<file path="config.mk">
export PLATFORM = sky130hd
export DESIGN_NAME = interp_upsampler
export DESIGN_NICKNAME = d
export VERILOG_FILES = /design/src/rtl/interp_upsampler.sv
export SDC_FILE = /design/constraint.sdc
export NUM_CORES = 1
export LEC_CHECK = 0
export CAP_MARGIN = 25
export CORE_MARGIN = 3
export CORE_UTILIZATION = 55
export CTS_CLUSTER_SIZE = 20
export DETAILED_ROUTE_END_ITERATION = 8
export GPL_TIMING_DRIVEN = 0
export PLACE_DENSITY = 0.72
export SLEW_MARGIN = 20
export SYNTH_ARGS = -nofsm -noshare
export SYNTH_HDL_FRONTEND = slang
export SYNTH_SLANG_ARGS = --single-unit
</file>
<file path="constraint.sdc">
create_clock -name clk -period 9.15 [get_ports clk]
set_clock_uncertainty 0.15 [all_clocks]
set_input_delay 1.83 -clock clk [delete_from_list [all_inputs] [get_ports clk]]
set_output_delay 1.83 -clock clk [all_outputs]
set_load 0.01 [all_outputs]
</file>
<file path="src/rtl/interp_upsampler.sv">
// rtl/interp_upsampler.sv - 2^R upsampling interpolator (bypass / ZOH / zero-stuff / linear)
//
// Pulls one sample per output period from a standard (non-FWFT) FIFO and
// emits 2^R output samples per input sample, one per clock.
//
// Ports:
//   clk         in   system clock, rising edge
//   rst_n       in   asynchronous active-low reset
//   ena         in   FIFO ready flag; a read may be issued while high
//   rd_en       out  FIFO read strobe (combinational from phase counter/ena)
//   data_in     in   FIFO read data, valid the cycle after rd_en
//   mode        in   00 bypass, 01 zero-order hold, 10 zero-stuff, 11 linear
//   ratio_log2  in   interpolation exponent R, clamped to MAX_LOG2
//   dout        out  registered output sample
//   dout_valid  out  dout carries a valid sample

module interp_upsampler #(
    parameter int DATA_W   = 16,
    parameter int MAX_LOG2 = 4
) (
    input  logic                               clk,
    input  logic                               rst_n,
    input  logic                               ena,
    output logic                               rd_en,
    input  logic signed [DATA_W-1:0]           data_in,
    input  logic        [1:0]                  mode,
    input  logic        [$clog2(MAX_LOG2+1)-1:0] ratio_log2,
    output logic signed [DATA_W-1:0]           dout,
    output logic                               dout_valid
);

    localparam int RW = $clog2(MAX_LOG2 + 1);
    localparam int PW = (MAX_LOG2 > 0) ? MAX_LOG2 : 1;
    localparam int XW = DATA_W + 1 + MAX_LOG2;

    // Index of the last phase for exponent r: a mask of r ones.
    function automatic logic [PW-1:0] last_phase(input logic [RW-1:0] r);
        logic [PW-1:0] ones;
        ones = '1;
        return ~(ones << r);
    endfunction

    // Read side: phase counter and settings latched at the read.
    logic [PW-1:0] r_rcnt;
    logic [1:0]    r_mode_q;
    logic [RW-1:0] r_rq;
    logic [RW-1:0] w_r_in;

    // Capture / output side: settings for the period currently being emitted.
    logic                     r_cap;
    logic                     r_primed;
    logic signed [DATA_W-1:0] r_prev;
    logic signed [DATA_W-1:0] r_cur;
    logic [1:0]               r_mode_o;
    logic [RW-1:0]            r_ro;
    logic [PW-1:0]            r_p;
    logic                     r_act;

    logic signed [DATA_W:0]   w_diff;
    logic signed [XW-1:0]     w_diff_x;
    logic signed [XW-1:0]     w_p_x;
    logic signed [XW-1:0]     w_prod;
    logic signed [XW-1:0]     w_shift;
    logic [DATA_W-1:0]        w_lin;
    logic [DATA_W-1:0]        w_out;

    assign rd_en = ena && (r_rcnt == '0);

    // Bypass always runs at L=1 whatever ratio_log2 says.
    always_comb begin
        w_r_in = ratio_log2;
        if (mode == 2'b00) begin
            w_r_in = '0;
        end else if (ratio_log2 > RW'(MAX_LOG2)) begin
            w_r_in = RW'(MAX_LOG2);
        end
    end

    always_ff @(posedge clk or negedge rst_n) begin
        if (!rst_n) begin
            r_rcnt   <= '0;
            r_mode_q <= '0;
            r_rq     <= '0;
        end else if (rd_en) begin
            r_mode_q <= mode;
            r_rq     <= w_r_in;
            r_rcnt   <= (w_r_in == '0) ? '0 : PW'(1);
        end else if (r_rcnt != '0) begin
            r_rcnt <= (r_rcnt == last_phase(r_rq)) ? '0 : r_rcnt + PW'(1);
        end
    end

    // Settings move to the output side at capture, so the period still being
    // emitted is not disturbed by the read that overlaps its tail.
    always_ff @(posedge clk or negedge rst_n) begin
        if (!rst_n) begin
            r_cap    <= 1'b0;
            r_primed <= 1'b0;
            r_prev   <= '0;
            r_cur    <= '0;
            r_mode_o <= '0;
            r_ro     <= '0;
            r_p      <= '0;
            r_act    <= 1'b0;
        end else begin
            r_cap <= rd_en;
            if (r_cap) begin
                r_prev   <= r_primed ? r_cur : data_in;
                r_cur    <= data_in;
                r_primed <= 1'b1;
                r_mode_o <= r_mode_q;
                r_ro     <= r_rq;
                r_p      <= '0;
                r_act    <= 1'b1;
            end else if (r_act) begin
                if (r_p == last_phase(r_ro)) begin
                    r_act <= 1'b0;
                end else begin
                    r_p <= r_p + PW'(1);
                end
            end
        end
    end

    // prev + ((cur - prev) * p) >>> R; the true result always fits DATA_W,
    // so the add can be done modulo 2^DATA_W on the low bits.
    assign w_diff   = {r_cur[DATA_W-1], r_cur} - {r_prev[DATA_W-1], r_prev};
    assign w_diff_x = {{MAX_LOG2{w_diff[DATA_W]}}, w_diff};
    assign w_p_x    = {{(XW-PW){1'b0}}, r_p};
    assign w_prod   = w_diff_x * w_p_x;
    assign w_shift  = w_prod >>> r_ro;
    assign w_lin    = r_prev + w_shift[DATA_W-1:0];

    always_comb begin
        w_out = r_cur;
        case (r_mode_o)
            2'b10:   w_out = (r_p == '0) ? r_cur : '0;
            2'b11:   w_out = w_lin;
            default: w_out = r_cur;
        endcase
    end

    always_ff @(posedge clk or negedge rst_n) begin
        if (!rst_n) begin
            dout       <= '0;
            dout_valid <= 1'b0;
        end else begin
            dout_valid <= r_act;
            if (r_act) begin
                dout <= w_out;
            end
        end
    end

endmodule

</file>
==> flow_metrics.env <==
export IMPL_outcome="finished, final reports clean"
export IMPL_antenna_found_initial=0
export IMPL_cp_max_fo=4
export IMPL_ios=42
export IMPL_drt_iter0_drc=258
export IMPL_numCtsBuffers=9
export IMPL_worstSetupEndpointType="flip-flop"
export IMPL_post_route_min_period_ns=8.39
export IMPL_start_kind="flip-flop"
export IMPL_crit_family="compound AO/OA/AOI/OAI gates"
export IMPL_grt_overflow=0
export IMPL_hold_violations=0
export IMPL_path_class="reg -> reg"
export IMPL_core_area_um2=13300
export IMPL_fp_dieArea_um2=15200
export IMPL_avgViaCountPerCell=5.59
export IMPL_path_clk_slew_ns=0.06
export IMPL_fin_setup_tns_ns=0
export IMPL_rows=42
export IMPL_cts_buffer_depth=2
export IMPL_place_ws_ns=0.847
export IMPL_postCtsHoldBufs=0
export IMPL_synth_edf_count=0
export IMPL_synth_seq_cells=70
export IMPL_die_x_um=123
export IMPL_grt_pass1_vias=6094
export IMPL_fillers=1213
export IMPL_grt_pass1_wl_um=29100
export IMPL_num_vias=6332
export IMPL_clk_latency_ns=0.33
export IMPL_worstSetupStartpoint="r_prev[1]"
export IMPL_synth_common_cells="98 x inv_1, 87 x nor2_1, 75 x a21oi_1, 74 x ha_1, 71 x nand2_1"
export IMPL_max_stage_delay_ns=0.53
export IMPL_r2r_end="dout[15]"
export IMPL_worst_path_max_delay_cell="fa_1"
export IMPL_area_growth_pct=12.7
export IMPL_utilization_pct=64.1
export IMPL_avgSynthCellArea_um2=8.45
export IMPL_clkSinkCount=70
export IMPL_hold_path_class="reg -> reg"
export IMPL_floorplan_initialDensity_pct=56.8
export IMPL_r2r_start="r_prev[1]"
export IMPL_multi_input_area_um2=5330
export IMPL_maxCapViolations=0
export IMPL_crit_end="dout[15]"
export IMPL_diodes=0
export IMPL_fin_nets=1085
export IMPL_cts_root_buffer="clkbuf_16"
export IMPL_synth_top_area_share_pct=23.1
export IMPL_synth_most_common_cell="inv_1"
export IMPL_cts_tree="done"
export IMPL_slew_headroom_pct=46.2
export IMPL_drive_gt1_share_pct=7.22
export IMPL_seqCellArea_um2=1750
export IMPL_rsz0062_at_grt="false"
export IMPL_cp_required_ns=9.20
export IMPL_yosysSeqAreaShare_pct=23.1
export IMPL_r2r_slack_ns=0.76
export IMPL_fmax_mhz=119
export IMPL_die_height_um=123
export IMPL_setup_viol=0
export IMPL_reg2reg_depth=38
export IMPL_finalWirelength_um=17600
export IMPL_drtAntennaViolNets=0
export IMPL_h_tree_depth=3
export IMPL_synth_nets=1032
export IMPL_place_gp_congestion=0.881
export IMPL_ys_warn_count=0
export IMPL_hold_slack_ns=0.237
export IMPL_synthCells=898
export IMPL_grt_max_degree=53
export IMPL_tightest_slew_ns=0.798
export IMPL_async_flop_share_pct=100
export IMPL_synth_top_area_cell="dfrtp_1"
export IMPL_fin_crit_sh_pct=91.7
export IMPL_hpwl_um=14200
export IMPL_synth_cell_type_count=70
export IMPL_cts_setup_buffers=0
export IMPL_drc=0
export IMPL_grt_usage_pct=24.0
export IMPL_crit_top_cell="o21ai_0"
export IMPL_crit_arrival_ns=8.44
export IMPL_path_depth=38
export IMPL_worst_slack_ns=0.760
export IMPL_io_buffers=41
export IMPL_detail_route_wl_per_cell_um=15.5
export IMPL_path_buf_inv=3
export IMPL_ys_flop_type="dfrtp_1"
export IMPL_ys_top_cells_by_area="dfrtp_1 23%, ha_1 12%, fa_1 9.5%"
export IMPL_syn_cell_area_um2=7580
export IMPL_cts_resized=0
export IMPL_slew_viol_final=0
export IMPL_first_pass_iters=5
## worst min-delay path by stage
stage | start | end | slack, ns | depth (start not counted)
final | r_act | dout_valid | 0.24 | 0
after global routing | r_act | dout_valid | 0.25 | 0
after CTS | r_act | dout_valid | 0.24 | 0
after detailed placement | r_act | dout_valid | 0.22 | 0
after global placement | r_act | dout_valid | 0.21 | 0
after floorplan | r_act | dout_valid | 0.20 | 0
## per-layer routing
layer  track usage [%]  up-vias  part of all wire (%)
met5                 0        -                     0
met1              33.7     3010                    49
met4              7.82        0                   2.2
met3              2.20       21                   3.9
li1                  -     3160                     -
met2              39.3      141                    45
## area by class of cell
class | count | area share, %
Buffer | 37 | 1.62
Clock buffer | 13 | 3.04
Clock inverter | 3 | 0.498
Inverter | 99 | 4.35
Multi-Input combinational cell | 692 | 62.3
Sequential cell | 70 | 20.5
Tap cell | 176 | 2.58
Timing Repair Buffer | 42 | 5.09
## metrics by stage
step	instances	instance area, um^2
2_1_floorplan	898	7580
3_3_place_gp	1115	8220
3_5_place_dp	1116	8250
4_1_cts	1132	8550
5_1_grt	1132	8550
6_report	1132	8550
## sequential cells by signal (all words and copies together) (netlist names)
signal and count:
r_mode_q 2, r_cap 1, r_ro 3, r_rcnt 4, dout 16, r_mode_o 2, dout_valid 1, r_act 1
r_cur 16, r_p 4, r_rq 3, r_primed 1, r_prev 16
## placed cells by master, fill, tap and decap left out, drive strengths merged, types with 13 or more instances in the layout
cell type / synthesis / layout
mux2: 32 / 32
nand2: 72 / 72
ha: 74 / 74
inv: 98 / 98
o21ai: 53 / 53
nor2b: 13 / 13
nor3: 13 / 13
and2: 44 / 44
clkdlybuf4s50: 0 / 40
fa: 36 / 36
dfrtp: 70 / 70
a21oi: 76 / 76
nor2: 87 / 87
clkbuf: 32 / 45
a22oi: 13 / 13
xnor2: 34 / 34
mux2i: 28 / 28
## kinds of logic (layout without fill, tap and decap cells)
logic type               after synthesis  count (layout)  synth area share [%]
buffers and inverters                136             194                  6.73
adder cells (fa/ha/maj)              110             110                  21.7
multiplexers                          60              60                  8.50
XOR/XNOR                              46              46                  5.31
flip-flops                            70              70                  23.1
AO/OA/AOI/OAI                        203             203                  17.2
AND/OR/NAND/NOR                      273             273                  17.5
Power is left out: the tool's default activity adds up to more than one toggle a clock period on the data nets, which glitch-free logic cannot reach.
